--- src/rtl/div_ctrl_if.sv ---
// div_ctrl_if: handshake/data bundle between the EX stage and the divide sequencer.
//   master modport : EX stage side (drives the request, reads the result)
//   slave modport  : div_ctrl side
// Signals:
//   start        request; held high while a DIV/DIVU sits in EX
//   signed_div   1 = DIV (two's complement), 0 = DIVU
//   opdata1      dividend (rs)
//   opdata2      divisor (rt)
//   annul        cancel the operation in flight
//   result_o     {remainder, quotient}, registered
//   ready_o      one-cycle result-valid pulse, registered
//   stall_req_o  combinational pipeline hold request
interface div_ctrl_if;
    logic        start;
    logic        signed_div;
    logic [31:0] opdata1;
    logic [31:0] opdata2;
    logic        annul;
    logic [63:0] result_o;
    logic        ready_o;
    logic        stall_req_o;

    modport master (
        output start, signed_div, opdata1, opdata2, annul,
        input  result_o, ready_o, stall_req_o
    );

    modport slave (
        input  start, signed_div, opdata1, opdata2, annul,
        output result_o, ready_o, stall_req_o
    );
endinterface

--- src/rtl/div_ctrl.sv ---
// div_ctrl: multi-cycle 32-bit integer divide sequencer (DIV/DIVU) for the EX stage.
// Runs a 32-step restoring division and holds the pipeline through stall_req_o
// until the {remainder, quotient} result is presented for one cycle.
// Ports:
//   clk   system clock, rising edge
//   rst   asynchronous active-high reset
//   bus   div_ctrl_if.slave: start, signed_div, opdata1, opdata2, annul in;
//         result_o (64), ready_o, stall_req_o out
// Optional build macro:
//   DIV_EARLY_EXIT_EN  when defined, a nonzero divide whose |dividend| < |divisor|
//                      finishes after two cycles with quotient 0 and the
//                      original dividend as remainder.
module div_ctrl (
    input  logic      clk,
    input  logic      rst,
    div_ctrl_if.slave bus
);

    typedef enum logic [1:0] {FREE, DIVZERO, ON, END} state_t;

    state_t      state, state_nxt;
    logic [5:0]  cnt, cnt_nxt;
    logic        ready_q;
    logic [63:0] result_q;
    logic [63:0] fin_nxt;
    logic        capture;
    logic        step;

    logic [31:0] a_mag;
    logic [31:0] b_mag;
    logic [32:0] shifted;
    logic        ge;
    logic [31:0] rem_step;
    logic [31:0] quo_step;
    logic [31:0] q_fix;
    logic [31:0] r_fix;

    // datapath registers (not reset: only meaningful after a capture)
    logic [31:0] rem_p0;
    logic [31:0] quo_p0;
    logic [31:0] dvs_p0;
    logic        neg_q_p0;
    logic        neg_r_p0;
`ifdef DIV_EARLY_EXIT_EN
    logic        early_p0;
`endif

    function automatic logic [31:0] abs32(input logic signed [31:0] v);
        logic signed [31:0] n;
        n = -v;
        return v[31] ? unsigned'(n) : unsigned'(v);
    endfunction

    function automatic logic [31:0] neg32(input logic [31:0] v);
        logic signed [31:0] s;
        s = -$signed(v);
        return unsigned'(s);
    endfunction

    assign bus.stall_req_o = bus.start & ~ready_q & ~bus.annul;
    assign bus.ready_o     = ready_q;
    assign bus.result_o    = result_q;

    always_comb begin
        state_nxt = state;
        cnt_nxt   = cnt;
        capture   = 1'b0;
        step      = 1'b0;
        fin_nxt   = 64'h0;

        a_mag = bus.signed_div ? abs32($signed(bus.opdata1)) : bus.opdata1;
        b_mag = bus.signed_div ? abs32($signed(bus.opdata2)) : bus.opdata2;

        // One restoring step: the dividend shifts out of quo_p0 into the
        // partial remainder while quotient bits shift in from the bottom.
        // A non-negative difference is exactly shifted >= divisor.
        shifted  = {rem_p0, quo_p0[31]};
        ge       = (shifted >= {1'b0, dvs_p0});
        rem_step = ge ? 32'(shifted - {1'b0, dvs_p0}) : shifted[31:0];
        quo_step = {quo_p0[30:0], ge};

        q_fix = neg_q_p0 ? neg32(quo_step) : quo_step;
        r_fix = neg_r_p0 ? neg32(rem_step) : rem_step;

        case (state)
            FREE: begin
                if (bus.start && !bus.annul) begin
                    capture = 1'b1;
                    cnt_nxt = 6'd0;
                    state_nxt = (bus.opdata2 == 32'h0) ? DIVZERO : ON;
                end
            end
            DIVZERO: begin
                if (bus.annul || !bus.start) begin
                    state_nxt = FREE;
                end else begin
                    state_nxt = END;
                    fin_nxt   = 64'h0;
                end
            end
            ON: begin
                if (bus.annul || !bus.start) begin
                    state_nxt = FREE;
`ifdef DIV_EARLY_EXIT_EN
                end else if (early_p0) begin
                    // quo_p0 still holds |dividend|; re-applying its sign
                    // restores the original dividend as the remainder.
                    state_nxt = END;
                    fin_nxt   = {(neg_r_p0 ? neg32(quo_p0) : quo_p0), 32'h0};
`endif
                end else begin
                    step    = 1'b1;
                    cnt_nxt = cnt + 6'd1;
                    if (cnt == 6'd31) begin
                        state_nxt = END;
                        fin_nxt   = {r_fix, q_fix};
                    end
                end
            end
            END: begin
                state_nxt = FREE;
            end
            default: begin
                state_nxt = FREE;
            end
        endcase
    end

    // control state and registered outputs
    always_ff @(posedge clk or posedge rst) begin
        if (rst) begin
            state    <= FREE;
            cnt      <= 6'd0;
            ready_q  <= 1'b0;
            result_q <= 64'h0;
        end else begin
            state    <= state_nxt;
            cnt      <= cnt_nxt;
            ready_q  <= (state_nxt == END);
            result_q <= fin_nxt;
        end
    end

    // operand capture / iteration datapath
    always_ff @(posedge clk) begin
        if (capture) begin
            rem_p0   <= 32'h0;
            quo_p0   <= a_mag;
            dvs_p0   <= b_mag;
            neg_q_p0 <= bus.signed_div & (bus.opdata1[31] ^ bus.opdata2[31]);
            neg_r_p0 <= bus.signed_div & bus.opdata1[31];
`ifdef DIV_EARLY_EXIT_EN
            early_p0 <= (a_mag < b_mag);
`endif
        end else if (step) begin
            rem_p0 <= rem_step;
            quo_p0 <= quo_step;
        end
    end

endmodule

--- src/flat_wrapper.sv ---
// flat-port wrapper written by rule: the top's interface ports become plain ports
module div_ctrl_flat 
  (clk, rst, bus_start, bus_signed_div, bus_opdata1, bus_opdata2, bus_annul, bus_result_o, bus_ready_o, bus_stall_req_o);
  div_ctrl_if bus_i ();
  input  logic clk;
  input  logic rst;
  input wire logic [$bits(bus_i.start)-1:0] bus_start;
  input wire logic [$bits(bus_i.signed_div)-1:0] bus_signed_div;
  input wire logic [$bits(bus_i.opdata1)-1:0] bus_opdata1;
  input wire logic [$bits(bus_i.opdata2)-1:0] bus_opdata2;
  input wire logic [$bits(bus_i.annul)-1:0] bus_annul;
  output wire logic [$bits(bus_i.result_o)-1:0] bus_result_o;
  output wire logic [$bits(bus_i.ready_o)-1:0] bus_ready_o;
  output wire logic [$bits(bus_i.stall_req_o)-1:0] bus_stall_req_o;
  assign bus_i.start = bus_start;
  assign bus_i.signed_div = bus_signed_div;
  assign bus_i.opdata1 = bus_opdata1;
  assign bus_i.opdata2 = bus_opdata2;
  assign bus_i.annul = bus_annul;
  assign bus_result_o = bus_i.result_o;
  assign bus_ready_o = bus_i.ready_o;
  assign bus_stall_req_o = bus_i.stall_req_o;
  div_ctrl u_core (.clk(clk), .rst(rst), .bus(bus_i));
endmodule
--- config.mk ---
export PLATFORM = sky130hd
export DESIGN_NAME = div_ctrl_flat
export DESIGN_NICKNAME = d
export VERILOG_FILES = /design/src/rtl/div_ctrl_if.sv /design/src/rtl/div_ctrl.sv /design/src/flat_wrapper.sv
export SDC_FILE = /design/constraint.sdc
export NUM_CORES = 1
export LEC_CHECK = 0
export CORE_MARGIN = 10
export CORE_UTILIZATION = 42
export DETAILED_ROUTE_END_ITERATION = 7
export SYNTH_ARGS = -nofsm -noshare
export SYNTH_HDL_FRONTEND = slang
export SYNTH_SLANG_ARGS = --single-unit
--- constraint.sdc ---
create_clock -name clk -period 8 [get_ports clk]
set_input_delay 1.6 -clock clk [delete_from_list [all_inputs] [get_ports clk]]
set_output_delay 1.6 -clock clk [all_outputs]
set_load 0.03 [all_outputs]
==> metrics <==
outcome=finished, final reports clean; vias in the first global route=9271; critical-path cell list=inv_1 -> ha_1 -> and4_1 -> nand4_1 -> or4_1 -> a21oi_1 -> or3_4 -> mux2i_1 -> ha_1 -> nand4bb_1 -> or3_1 -> or4b_1 -> nor4_1 -> o2111ai_1 -> o41ai_2 -> xnor2_1 -> nor2_1; critical path class=reg -> reg; met2 wire len=15.0 mm; internal power=1.52 mW; 1st-pass router iterations=7; cts hold-fix bufs=0; largest net degree at the start of global routing=74; crit path time final=5.48 ns; dominant cells by area after synthesis=edfxtp_1, dfrtp_1, xor2_1, dfxtp_1, o21ai_0; post-synth cell types=77; Hold WS=0.492 ns; Worst path max stage delay=0.63 ns; Sw Pwr=571 µW; proportion of layout cells with a drive suffix above 1=4.93%; leading cell type in the layout, fill and taps excluded=nand2_1; CTS root buf=clkbuf_16; Post-synth ARST share=42.7%; Die Span Y=182 µm; routability cong.=0.964; die area=0.0332 mm²; Crit Path Max Fanout=58; Total GRT Usage=18.8%; uppermost layer routed=met4; register area=0.00445 mm²; CP Capture Type=flip-flop; Place WS=2.65 ns; Clock Tree Buf Depth=2; Initial Util=42.5%; IO Pins=135; Synth area leader=edfxtp_1; RSZ-0062 raised after global routing=no; Setup Buffers After CTS=0; ANT nets after route=0; most frequent cells in the layout=nand2_1, nor2_1, clkdlybuf4s50_1, o21ai_0, xor2_1; Fmax=182 MHz; die width=182 µm; gr ovfl total=0; area of the multi-input gates=0.00616 mm²; Most common cell on crit path=ha_1; EDFF count, synth=66; Worst-path clk slew=0.07 ns; Core ar.=0.0260 mm²; Synth top area share=17.9%; initial antenna violation count=1; max cap viols=0; insertion delay to the later sink of the worst-skew pair=0.44 ns; Critical Path RT=8.31 ns; Sink Count=171; synthesized cell area=0.0111 mm²; Max H-tree Level=4; slew margin rel.=24.7%; sequential area share after synthesis=40.3%; Mean Syn Cell Area=8.76 µm²; Slew Limit Fails=0; synth warn=0; I/O Buffers=134; Arr. time, crit path=5.79 ns; Worst Hold Class=reg -> reg; row count=59; fin nets=1474; slowest library cell on the worst path=or3_4; Clk network pwr share=42.3%; sequential cell fraction of total power=45.6%; met3 routed WL=1.84 mm; global-route wire length before repair=50.5 mm; Worst Tran Pin Value=1.13 ns; Final Setup Violations=0; #FFs+latches synth=171; clk_skew=0.0121 ns; pwr dens=158 mW/mm²; PostCTS Resize Cnt=0; Leakage=5.30 nW; Fill cells=2471; part of the power in combinational logic=12.0%; DR WL/cell=18.4 µm; area delta synth->final=20.0%; Via density=5.58; Final Hold Viols=0; Peak VDD IR=0.119 mV; cells after synthesis=1262; CTS buffer count=17; M1 WL=14.1 mm; DRC viols=0; Worst setup SP type=flip-flop; post-synthesis net count=1369; setup TNS=0 ns; CTS tree=done; Net Sw Frac=27.3%; top_reg_cell synth=dfrtp_1; final worst path period share=68.5%; Post-DP HPWL=23.6 mm; vias post-DR=9567; final worst slack=2.52 ns; overall routed net length=31.6 mm; First DRT Iteration DRCs=782
-- synthesized netlist by cell type (10+ instances only) --
| cell type | count |
|---|---|
| nor4_1 | 13 |
| or4_1 | 15 |
| dfxtp_1 | 32 |
| or3_1 | 14 |
| nor2_1 | 134 |
| o31ai_1 | 22 |
| inv_1 | 59 |
| nand2_1 | 156 |
| xor2_1 | 83 |
| a21oi_1 | 74 |
| o21ai_0 | 119 |
| nand2b_1 | 10 |
| a21o_1 | 10 |
| ha_1 | 37 |
| nand3_1 | 20 |
| dfrtp_1 | 73 |
| clkbuf_1 | 40 |
| xnor2_1 | 59 |
| edfxtp_1 | 66 |
| nor3_1 | 36 |
| mux2i_1 | 28 |
-- metrics by stage --
step                      utilization, %  area [µm²]  instances  power, mW
after floorplan                        -       11100       1262       1.13
after global placement              48.7       12600       1683       1.22
after detailed placement            48.7       12600       1683       1.22
after CTS                           51.0       13300       1715       2.11
after global routing                51.0       13300       1715       2.17
final                               51.1       13300       1716       2.09
-- power groups by stage --
stage	combinational, mW	sequential, mW	clock (mW)
after CTS	0.252	0.954	0.903
after detailed placement	0.251	0.972	0
after global routing	0.280	0.957	0.932
final	0.251	0.954	0.885
after floorplan	0.162	0.965	0
after global placement	0.248	0.972	0
-- logic make-up after synthesis --
logic type	after synthesis	share of synthesized area [%]
XOR/XNOR	142	11.3
AND/OR/NAND/NOR	449	19.1
AO/OA/AOI/OAI	317	18.2
multiplexers	31	2.84
adder cells (fa/ha/maj)	38	4.37
buffers and inverters	114	4.02
flip-flops	171	40.3
-- cell type report --
class | count | area share (%)
diodes | 1 | 0.0189
inverters | 60 | 1.71
repair buffers | 140 | 10.4
flip-flops and latches | 171 | 33.5
multi-input cells | 977 | 46.5
clock buffers | 17 | 3.21
clock inverters | 15 | 1.47
well taps | 335 | 3.16
-- per-layer routing --
| metal | global-route usage, % | vias up |
|---|---|---|
| li1 | - | 4688 |
| met1 | 24.0 | 4550 |
| met2 | 31.1 | 289 |
| met3 | 3.80 | 40 |
| met4 | 5.92 | 0 |
| met5 | 0 | - |
-- state kept, by name, summed over array words and instances (netlist names) --
| name | cells |
|---|---|
| u_core.neg_r_p0 | 1 |
| u_core.quo_p0 | 32 |
| u_core.bus.ready_o | 1 |
| u_core.neg_q_p0 | 1 |
| u_core.cnt | 6 |
| u_core.bus.result_o | 64 |
| u_core.rem_p0 | 32 |
| u_core.dvs_p0 | 32 |
| u_core.state | 2 |
-- final timing paths --
kind,startpoint,end,slack [ns],cells past startpoint
setup / recovery,u_core.dvs_p0[28],u_core.bus.result_o[60],2.52,17
hold / removal,u_core.rem_p0[30],u_core.rem_p0[30],0.49,2
setup reg to reg,u_core.dvs_p0[28],u_core.bus.result_o[60],2.52,17
hold reg to reg,u_core.rem_p0[30],u_core.rem_p0[30],0.49,2
max in group asynchronous,rst,u_core.bus.result_o[34],5.56,3
min in group asynchronous,rst,u_core.bus.result_o[0],1.79,3
-- critical path: cells and delay by family (launching register included) --
family / cells / cell delay [ns]
AO/OA/AOI/OAI: 3 / 0.67
XOR/XNOR: 1 / 0.15
adder cells (fa/ha/maj): 2 / 0.74
buffers and inverters: 1 / 0.04
flip-flops: 1 / 0.33
multiplexers: 1 / 0.36
AND/OR/NAND/NOR: 9 / 2.98
(Power assumes the default switching activity.)
